File: src/rtl/i2c_pkg.sv
// Shared constants for the I2C bus conditioner: idle line level,
// bus state encodings and default parameter values.
package i2c_pkg;

  // Both I2C lines idle high (pull-ups).
  localparam logic LINE_IDLE = 1'b1;

  // Defaults for the conditioner parameters.
  localparam int FILTER_LEN_DEF     = 4;
  localparam int TIMEOUT_CYCLES_DEF = 1750000;

  // Bus-level state: free, or owned by some master between START and STOP.
  typedef enum logic {
    IDLE = 1'b0,
    BUSY = 1'b1
  } bus_state_t;

endpackage

File: src/rtl/i2c_glitch_filter.sv
// Single-line conditioner: 2-flop synchronizer followed by a hold-count
// glitch filter. The filtered level follows the synchronized level only
// after the new value has been seen for FILTER_LEN consecutive cycles.
// level_next is the value level will take on the next edge, so callers
// can register edge strobes that line up with the level change.
module i2c_glitch_filter
  import i2c_pkg::*;
#(
  parameter int FILTER_LEN = FILTER_LEN_DEF
) (
  input  logic clk,
  input  logic rst,
  input  logic line_raw,
  output logic level,
  output logic level_next
);

  localparam int CW = $clog2(FILTER_LEN + 1);
  localparam logic [CW-1:0] CNT_LAST = CW'(FILTER_LEN - 1);

  // Reject out-of-range lengths at elaboration time.
  if (FILTER_LEN < 1 || FILTER_LEN > 255) begin : g_bad_len
    $error("i2c_glitch_filter: FILTER_LEN must be in 1..255");
  end

  logic          sync1;
  logic          sync2;
  logic [CW-1:0] cnt;

  // Plain two-flop synchronizer, nothing between the stages.
  always_ff @(posedge clk or posedge rst) begin
    if (rst) begin
      sync1 <= LINE_IDLE;
      sync2 <= LINE_IDLE;
    end else begin
      sync1 <= line_raw;
      sync2 <= sync1;
    end
  end

  // Next filtered level: flips only on the cycle the count would reach FILTER_LEN.
  always_comb begin
    level_next = level;
    if (sync2 != level && cnt == CNT_LAST) begin
      level_next = sync2;
    end
  end

  // Hold counter and filtered level.
  always_ff @(posedge clk or posedge rst) begin
    if (rst) begin
      cnt   <= '0;
      level <= LINE_IDLE;
    end else begin
      level <= level_next;
      if (sync2 == level || cnt == CNT_LAST) begin
        cnt <= '0;
      end else begin
        cnt <= cnt + CW'(1);
      end
    end
  end

endmodule

File: src/rtl/i2c_bus_conditioner.sv
// I2C pad front end: filters SCL/SDA, produces SCL edge, START, repeated
// START and STOP strobes, and tracks bus ownership.
// Optional feature macro: I2C_BUS_TIMEOUT_EN -- when defined, a bus held
// busy with SCL low for TIMEOUT_CYCLES cycles is declared timed out and
// released; when undefined, timeout is constant 0.
//
// Strobe timing: every strobe is high for exactly one cycle, the same
// cycle scl_f/sda_f first shows the new level. START/STOP are recognised
// only when SCL is high and does not change in that cycle, so a cycle in
// which both filtered lines move reports the SCL edge alone.
module i2c_bus_conditioner
  import i2c_pkg::*;
#(
  parameter int FILTER_LEN     = FILTER_LEN_DEF,
  parameter int TIMEOUT_CYCLES = TIMEOUT_CYCLES_DEF
) (
  input  logic sys_clk,
  input  logic sys_rst,
  input  logic scl_raw,
  input  logic sda_raw,
  output logic scl_f,
  output logic sda_f,
  output logic scl_rise,
  output logic scl_fall,
  output logic start_det,
  output logic rstart_det,
  output logic stop_det,
  output logic bus_busy,
  output logic timeout
);

  // Reject a zero or negative timeout at elaboration time.
  if (TIMEOUT_CYCLES < 1) begin : g_bad_timeout
    $error("i2c_bus_conditioner: TIMEOUT_CYCLES must be at least 1");
  end

  logic       scl_nx;
  logic       sda_nx;
  logic       scl_stable;
  logic       start_ev;
  logic       stop_ev;
  logic       timeout_hit;
  bus_state_t state;

  i2c_glitch_filter #(.FILTER_LEN(FILTER_LEN)) u_scl_filter (
    .clk        (sys_clk),
    .rst        (sys_rst),
    .line_raw   (scl_raw),
    .level      (scl_f),
    .level_next (scl_nx)
  );

  i2c_glitch_filter #(.FILTER_LEN(FILTER_LEN)) u_sda_filter (
    .clk        (sys_clk),
    .rst        (sys_rst),
    .line_raw   (sda_raw),
    .level      (sda_f),
    .level_next (sda_nx)
  );

  // START/STOP need SCL high before and after this cycle.
  always_comb begin
    scl_stable = (scl_nx == scl_f);
    start_ev   = scl_stable && scl_f && sda_f && !sda_nx;
    stop_ev    = scl_stable && scl_f && !sda_f && sda_nx;
  end

  // SCL edge strobes, aligned with the filtered level change.
  always_ff @(posedge sys_clk or posedge sys_rst) begin
    if (sys_rst) begin
      scl_rise <= 1'b0;
      scl_fall <= 1'b0;
    end else begin
      scl_rise <= scl_nx && !scl_f;
      scl_fall <= !scl_nx && scl_f;
    end
  end

`ifdef I2C_BUS_TIMEOUT_EN
  localparam int TW = $clog2(TIMEOUT_CYCLES + 1);
  localparam logic [TW-1:0] TCNT_LAST = TW'(TIMEOUT_CYCLES - 1);

  logic [TW-1:0] tcnt;

  assign timeout_hit = bus_busy && !scl_f && (tcnt == TCNT_LAST);

  // SCL-low counter while busy; clears whenever SCL is high, the bus is free, or it fires.
  always_ff @(posedge sys_clk or posedge sys_rst) begin
    if (sys_rst) begin
      tcnt    <= '0;
      timeout <= 1'b0;
    end else begin
      timeout <= timeout_hit;
      if (!bus_busy || scl_f || timeout_hit) begin
        tcnt <= '0;
      end else begin
        tcnt <= tcnt + TW'(1);
      end
    end
  end
`else
  assign timeout_hit = 1'b0;
  assign timeout     = 1'b0;
`endif

  // Bus state FSM plus START/repeated START/STOP strobes.
  always_ff @(posedge sys_clk or posedge sys_rst) begin
    if (sys_rst) begin
      state      <= IDLE;
      start_det  <= 1'b0;
      rstart_det <= 1'b0;
      stop_det   <= 1'b0;
    end else begin
      start_det  <= start_ev;
      stop_det   <= stop_ev;
      rstart_det <= 1'b0;
      case (state)
        IDLE: begin
          if (start_ev) begin
            state <= BUSY;
          end
        end
        BUSY: begin
          if (start_ev) begin
            rstart_det <= 1'b1;
          end else if (stop_ev || timeout_hit) begin
            state <= IDLE;
          end
        end
        default: state <= IDLE;
      endcase
    end
  end

  // The FSM state is the busy flag, so bus_busy doubles as the state view.
  assign bus_busy = (state == BUSY);

endmodule

File: config.mk
export PLATFORM = sky130hd
export DESIGN_NAME = i2c_bus_conditioner
export DESIGN_NICKNAME = d
export VERILOG_FILES = /design/src/rtl/i2c_pkg.sv /design/src/rtl/i2c_glitch_filter.sv /design/src/rtl/i2c_bus_conditioner.sv
export SDC_FILE = /design/constraint.sdc
export NUM_CORES = 1
export LEC_CHECK = 0
export ABC_AREA = 0
export CAP_MARGIN = 40
export CORE_MARGIN = 2
export CORE_UTILIZATION = 40
export CTS_CLUSTER_SIZE = 28
export DETAILED_ROUTE_END_ITERATION = 10
export GPL_TIMING_DRIVEN = 0
export PLACE_DENSITY_LB_ADDON = 0.3
export SYNTH_ARGS = -nofsm -noshare
export SYNTH_HDL_FRONTEND = slang
export SYNTH_HIERARCHICAL = 1
export SYNTH_SLANG_ARGS = --single-unit
File: constraint.sdc
create_clock -name sys_clk -period 2.6 [get_ports sys_clk]
set_input_delay 0.52 -clock sys_clk [delete_from_list [all_inputs] [get_ports sys_clk]]
set_output_delay 0.52 -clock sys_clk [all_outputs]
set_load 0.01 [all_outputs]
Word level (Yosys, flattened, before mapping)

Cells that the tools add are included.

$add $sub $neg: 2
Multiply operators: 0
Divide/modulo/power cells: 0
Magnitude comparators: 0
Eq/ne operators: 7
Shift-type cells: 0
Multiplexer cells: 9
Bitwise logic cells: 1
Reductions and logical operators: 15

Operator list:

| cell                                                 | count |
|---|---|
| logical AND 1 bit                                    | 9 |
| adder 3 x 1 -> 3 bit (second input constant)         | 2 |
| equality test 3 x 2 -> 1 bit (second input constant) | 2 |
| two-way mux 1 bit                                    | 6 |
| two-way mux 3 bit                                    | 2 |
| zero test 1 bit                                      | 4 |
| equality test 1 bit                                  | 3 |
| logical OR 1 bit                                     | 2 |
| != test 1 bit                                        | 2 |
| case mux 1 bit (2 select lines)                      | 1 |
| NOT 1 bit                                            | 1 |

Bits in registers: 18
Bits in latches: 0
RAM bits: 0
Bits in read-only memories: 0
Logic and storage cells: 48
Memories kept: 0

Depth between registers and ports, before layout

Gate-level depths: netlist of run 1.

Word-level depth: 10
Mapped depth: 6

Modules after synthesis

The synthesis of run 1 kept the hierarchy.

By module, submodules not included:

| module              | instances | cells each | area each (um^2) | seq. area each (um^2) |
|---|---|---|---|---|
| i2c_glitch_filter   | 2         | 15         | 229.0            | 153.9 |
| i2c_bus_conditioner | 1         | 18         | 230.2            | 150.1 |

Worst setup path after synthesis of run 1

No wires, ideal clock.

Kind: reg-to-reg
Start point: register u_sda_filter.cnt[0]
End point: register state (netlist: bus_busy)
Setup time: 0.125 ns
Arrival time: 1.346 ns
Slack: 1.130 ns
Cell stages (with the launch flop): 7
Path buffers: 0
Cell sequence: dfrtp_1 -> ha_1 -> ha_1 -> mux2_2 -> inv_1 -> o31ai_1 -> nand2b_1

Word-level cells in the longest chain between the ends: 7

Ends and longest elaborated chain:

| item                                                   | RTL line                                               | text |
|---|---|---|
| start, declared                                        | i2c_glitch_filter.sv:28                                | `logic [CW-1:0] cnt;` |
| start signal, assigned                                 | i2c_glitch_filter.sv:59                                | `cnt <= cnt + CW'(1);` |
| equality test 3 x 2 -> 1 bit (*)                       | i2c_glitch_filter.sv:44                                | `if (sync2 != level && cnt == CNT_LAST) begin` |
| logical AND 1 bit (*)                                  | i2c_glitch_filter.sv:44                                |  |
| two-way mux 1 bit (*)                                  | i2c_glitch_filter.sv:44                                |  |
| named net sda_nx                                       | i2c_bus_conditioner.sv:38                              | `logic sda_nx;` |
| logical AND 1 bit or zero test 1 bit (tied branches)   | i2c_bus_conditioner.sv:65, i2c_bus_conditioner.sv:64   |  |
| two-way mux 1 bit or logical AND 1 bit (tied branches) | i2c_bus_conditioner.sv:126, i2c_bus_conditioner.sv:64  |  |
| two-way mux 1 bit, on equally long branches            | i2c_bus_conditioner.sv:124, i2c_bus_conditioner.sv:119 |  |
| case mux 1 bit (2 select lines) (*)                    | i2c_bus_conditioner.sv:117                             | `case (state)` |
| end signal, assigned                                   | i2c_bus_conditioner.sv:120                             | `state <= BUSY;` |
| end signal, assigned                                   | i2c_bus_conditioner.sv:127                             | `state <= IDLE;` |
| end signal, assigned                                   | i2c_bus_conditioner.sv:130                             | `default: state <= IDLE;` |
| end, declared                                          | i2c_bus_conditioner.sv:43                              | `bus_state_t state;` |

The timed path passes the listed nets; every way through them passes the cells marked *.

Final worst setup path of run 1

Start point: register u_scl_filter.level
End point: output port scl_f

RTL lines:

| item                   | RTL line                  | text |
|---|---|---|
| start, declared        | i2c_glitch_filter.sv:14   | `output logic level,` |
| start signal, assigned | i2c_glitch_filter.sv:55   | `level <= level_next;` |
| end, declared          | i2c_bus_conditioner.sv:21 | `output logic scl_f,` |

No word-level cell between the ends.

==> out/metrics.yaml, run 1 <==
cts.sinks: 18
route.detailed.drc: 0
leakage_nw: 0.387
netlist_top_cells_area: "dfrtp_1 (44%), dfstp_2 (23%), ha_1 (7.3%)"
clock_path_buffers: 2
worstReg2RegStart: "u_scl_filter/cnt[0]"
synth_cell_types: 15
grtUsageTotal_pct: 11.4
vdd_drop_max_v: 0.000464
crit_required_ns: 2.08
wl_um: 884
root_buffer: "clkbuf_4"
synth_edf_count: 0
reg2reg_to: "rstart_det"
rrSetupSlack_ns: 1.00
crit_arrival_ns: 1.42
cts_resized: 0
fin_nets: 72
rsz0062_at_grt: "no"
drt_iter0_drc: 2
final-setup-viol-count: 0
initial_core_util_pct: 44.1
dp_cells: 75
setup_slack_ns: 0.660
cp-end-kind: "output pin"
drive_above_1_share_pct: 28.6
tritoncts: "built"
fin_crit_sh_pct: 74.6
drv_slew: 0
fmax_mhz: 515
avgSynthCellArea_um2: 14.3
synth.most_common_cell: "dfrtp_1"
pwr_density_cell_nw_per_um2: 1030
diodes: 0
gp_congestion: 0.680
final_cells: 79
grt_pass1_wl_um: 1550
path_max_fanout: 6
cp_slowest_stage_delay_ns: 0.59
syn_nets: 56
wire_per_inst_um: 11.2
cap_violations: 0
whs_ns: 0.361
cts_made_buffers: 3
netlist_area_um2: 688
reg_top3: "u_scl_filter/cnt x3, u_sda_filter/cnt x3"
via_per_inst: 4.67
io_buffers: 11
fin_util_pct: 54.2
postCtsSetupBuffers: 0
die_height_um: 45.5
worstSetupStartpointType: "flop"
synth_common_cells: "dfrtp_1 (12), dfstp_2 (6), inv_1 (6)"
htree_levels: 1
route.vias.total: 369
status: "finished, final reports clean"
grt_max_degree: 11
ios: 13
pre_cts_ws_ns: 0.970
dr.pass1.iters: 2
cp_slowest_cell: "dfstp_2"
post-synth-top-area-cell: "dfrtp_1"
dominantRegCellSynth: "dfrtp_1"
crit_buf_inv: 1
finalSetupTns_ns: 0
skew_ns: 0.00232
yosys.area.top_type_share_pct: 43.6
rr_worst_depth: 6
path_cells: "clkdlybuf4s50_1"
path_class: "flop to output pin"
antenna_found_initial: 0
die_area_um2: 2070
overflow: 0
crit_end: "scl_f"
cp.depth: 1
period_minus_slack_ns: 1.94
grt_pass1_vias: 355
core-area_um2: 1560
drtAntennaViolNets: 0
area_growth_pct: 22.7
cp_top_family: "flip-flops"
clock_latency_ns: 0.28
synthCells: 48
cts_hold_buf: 0
place_hpwl_um: 722
critPathLaunch: "u_scl_filter/level"
hold_class: "flop to flop"
hold_viol_final: 0
clk_pin_slew_ns: 0.09
seq_area_frac_synth_pct: 66.5
chipWidth_um: 45.5
async_flop_share_pct: 100
ys.warnings.count: 6
synth_seq_cells: 18
num_rows: 14
-- placed cells by master (no fill, tap or decap) --
cell | Yosys | layout
o31ai_1 | 1 | 1
mux2_2 | 2 | 2
inv_1 | 6 | 6
nor3_1 | 5 | 5
and2b_2 | 2 | 2
buf_4 | 1 | 1
dfstp_2 | 6 | 6
clkbuf_4 | 0 | 3
and2_1 | 1 | 1
nand2_2 | 1 | 1
clkdlybuf4s50_1 | 0 | 11
conb_1 | 1 | 1
xnor2_1 | 2 | 2
ha_1 | 4 | 4
dfrtp_1 | 12 | 12
nand2b_1 | 1 | 1
clkbuf_1 | 0 | 1
nor3b_2 | 3 | 3
-- cell families after synthesis --
family | synth area share (%)
AOI/OAI and AO/OA | 1.09
DFF | 66.5
adders and majority gates | 7.27
muxes | 3.27
xor gates and xnor gates | 2.55
other | 0.545
buffers and inverters | 4.36
and+or+nand+nor | 14.4
-- per-layer routing --
layer  part of all wire, %  vias to the layer above  GRT usage [%]  wire, um
met3                   4.6                        4           2.38        41
li1                      -                      183              -         -
met1                    43                      169           12.1       379
met4                   3.3                        0           10.6        29
met5                     0                        -              0         0
met2                    49                       13           18.6       434
-- report_power, final --
| group | leakage (nW) | internal [mW] | total, mW | switching, mW |
|---|---|---|---|---|
| sequential | 0.221 | 0.376 | 0.426 | 0.0500 |
| clock | 0.0150 | 0.0596 | 0.139 | 0.0791 |
| combinational | 0.151 | 0.176 | 0.307 | 0.131 |
-- final cells by class --
class	count	area, um2
Clock buffer	4	26.3
Timing Repair Buffer	11	110
Buffer	1	7.51
Multi-Input combinational cell	23	200
Fill cell	131	714
Sequential cell	18	458
Tap cell	16	20.0
Inverter	6	22.5
-- worst min-delay path by stage --
| stage | from | to | slack (ns) | cells past startpoint |
|---|---|---|---|---|
| after floorplan | sys_rst | u_scl_filter/cnt[0] | 0.31 | 1 |
| after global placement | u_sda_filter/sync1 | u_sda_filter/sync2 | 0.35 | 0 |
| after detailed placement | u_scl_filter/sync1 | u_scl_filter/sync2 | 0.35 | 0 |
| final | u_sda_filter/sync1 | u_sda_filter/sync2 | 0.36 | 0 |
| after global routing | u_sda_filter/sync1 | u_sda_filter/sync2 | 0.37 | 0 |
| after CTS | u_sda_filter/sync1 | u_sda_filter/sync2 | 0.36 | 0 |
-- per-stage QoR --
stage	total power, mW	cell area [um2]
after detailed placement	0.748	818
after floorplan	0.614	688
after global placement	0.731	818
after CTS	0.891	845
after global routing	0.945	845
final	0.872	845
Note: power is estimated with default switching activity, not from simulation.
==> run 2, diff against run 1 <==
==> constraint.sdc (replaced) <==
create_clock -name sys_clk -period 1.7 [get_ports sys_clk]
set_input_delay 0.34 -clock sys_clk [delete_from_list [all_inputs] [get_ports sys_clk]]
set_output_delay 0.34 -clock sys_clk [all_outputs]
set_load 0.01 [all_outputs]
==> run 2 against run 1 <==
Worst hold slack got worse by 0.052 ns. Routed wire length grew 1.9%. Core utilization grew 1.5 points.
==> out/metrics.yaml, run 2 (synthesized netlist as in run 1, its figures left out) <==
io_buffers: 11
grt_max_degree: 11
area_growth_pct: 26.2
die_area_um2: 2070
hold_class: "primary input to async pin"
place_hpwl_um: 722
fill_cells: 128
clk_pin_slew_ns: 0.09
crit_arrival_ns: 1.83
worstReg2RegStart: "u_sda_filter/cnt[0]"
fin_crit_sh_pct: 94.2
status: "finished, final reports clean"
worstSetupStartpointType: "flop"
rsz0062_at_grt: "no"
rr_worst_depth: 5
final-setup-viol-count: 0
hold_viol_final: 0
drive_above_1_share_pct: 31.3
rrSetupSlack_ns: 0.1
cts.sinks: 18
htree_levels: 1
finalSetupTns_ns: 0
grt_pass1_wl_um: 1590
root_buffer: "clkbuf_4"
switching_power_mw: 0.421
gp_congestion: 0.680
wl_um: 901
drt_iter0_drc: 2
pwr_density_cell_nw_per_um2: 1590
path_class: "flop to flop"
route.vias.total: 373
fmax_mhz: 625
final_common_cell: "dfrtp_1"
core-area_um2: 1560
power_frac_seq_pct: 46.6
diodes: 0
die_height_um: 45.5
fin_nets: 73
wire_per_inst_um: 11.3
combPwrFrac_pct: 38.1
clock_path_buffers: 2
reg2reg_to: "rstart_det"
mostFrequentLayoutCells: "dfrtp_1 (12), clkdlybuf4s50_1 (9), inv_1 (6), dfstp_2 (6), nor3_1 (5)"
dr.pass1.iters: 2
chipWidth_um: 45.5
period_minus_slack_ns: 1.60
p_int_mw: 0.960
cts_made_buffers: 3
skew_ns: 0.00249
reg_top3: "u_scl_filter/cnt x3, u_sda_filter/cnt x3"
cap_violations: 0
cp-end-kind: "flop"
via_per_inst: 4.66
switching_share_pct: 30.5
overflow: 0
setup_slack_ns: 0.0993
antenna_found_initial: 0
grt_pass1_vias: 364
path_max_fanout: 4
ios: 13
tritoncts: "built"
pre_cts_ws_ns: 0.0995
drv_slew: 0
num_rows: 14
drtAntennaViolNets: 0
crit_required_ns: 1.93
clockPowerShare_pct: 15.3
route.detailed.drc: 0
clock_latency_ns: 0.28
initial_core_util_pct: 44.1
leakage_nw: 0.407
vdd_drop_max_v: 0.000712
grtUsageTotal_pct: 11.7
cts_hold_buf: 0
==> run 2: power by group through the flow <==
stage | logic [mW] | registers, mW | clock network [mW]
final | 0.526 | 0.643 | 0.212
after global routing | 0.593 | 0.659 | 0.242
after CTS | 0.496 | 0.640 | 0.226
after detailed placement | 0.479 | 0.666 | 0
after global placement | 0.461 | 0.656 | 0
after floorplan | 0.253 | 0.686 | 0
==> run 2: worst max-delay path by stage <==
stage / depth (start not counted) / to / slack (ns) / start
2_1_floorplan: 6 / bus_busy / 0.23 / u_sda_filter/cnt[0]
6_report: 5 / rstart_det / 0.1 / u_sda_filter/cnt[0]
3_5_place_dp: 6 / rstart_det / 0.1 / u_scl_filter/cnt[0]
4_1_cts: 6 / rstart_det / 0.08 / u_scl_filter/cnt[0]
5_1_grt: 5 / rstart_det / 0.004 / u_sda_filter/cnt[0]
3_3_place_gp: 6 / rstart_det / 0.16 / u_scl_filter/cnt[0]
==> run 2: layout make-up <==
class | instances | area (um2) | share of cell area [%]
multi-input cells | 23 | 219 | 25.2
well taps | 16 | 20.0 | 2.31
flip-flops and latches | 18 | 458 | 52.7
repair buffers | 12 | 115 | 13.3
clock buffers | 4 | 26.3 | 3.03
inverters | 6 | 22.5 | 2.59
plain buffers | 1 | 7.51 | 0.865
==> run 2: routing by layer <==
| metal | part of all wire, % | GRT usage [%] | vias up |
|---|---|---|---|
| li1 | - | - | 185 |
| met1 | 42 | 12.6 | 171 |
| met2 | 50 | 18.9 | 13 |
| met3 | 4.7 | 2.38 | 4 |
| met4 | 3.2 | 10.6 | 0 |
| met5 | 0 | 0 | - |
==> run 2: worst max-delay path, cell delays in order, from the launching register on <==
cell	delay, ns
dfrtp_1	0.40
ha_1	0.20
ha_1	0.24
mux2_4	0.35
nor3b_4	0.21
and2_1	0.14
==> run 2: stage by stage <==
| stage | cells | cell area [um2] | total power, mW | hold WS (ns) | util, % |
|---|---|---|---|---|---|
| 4_1_cts | 80 | 850 | 1.36 | 0.310 | 54.5 |
| 2_1_floorplan | 48 | 688 | 0.939 | 0.129 | - |
| 3_5_place_dp | 75 | 818 | 1.14 | 0.350 | 52.5 |
| 5_1_grt | 80 | 868 | 1.49 | 0.348 | 55.7 |
| 3_3_place_gp | 75 | 818 | 1.12 | 0.346 | 52.5 |
| 6_report | 80 | 868 | 1.38 | 0.309 | 55.7 |
==> run 2: what timing repair did <==
| action | 4_1_cts | 5_1_grt |
|---|---|---|
| resized for setup | 2 | 4 |
| cloned | 0 | 0 |
| pin swaps | 0 | 0 |
| buffers inserted | 1 | 0 |
| endpoints found under the setup margin | 2 | 2 |
| hold endpoints to repair | 0 | 0 |
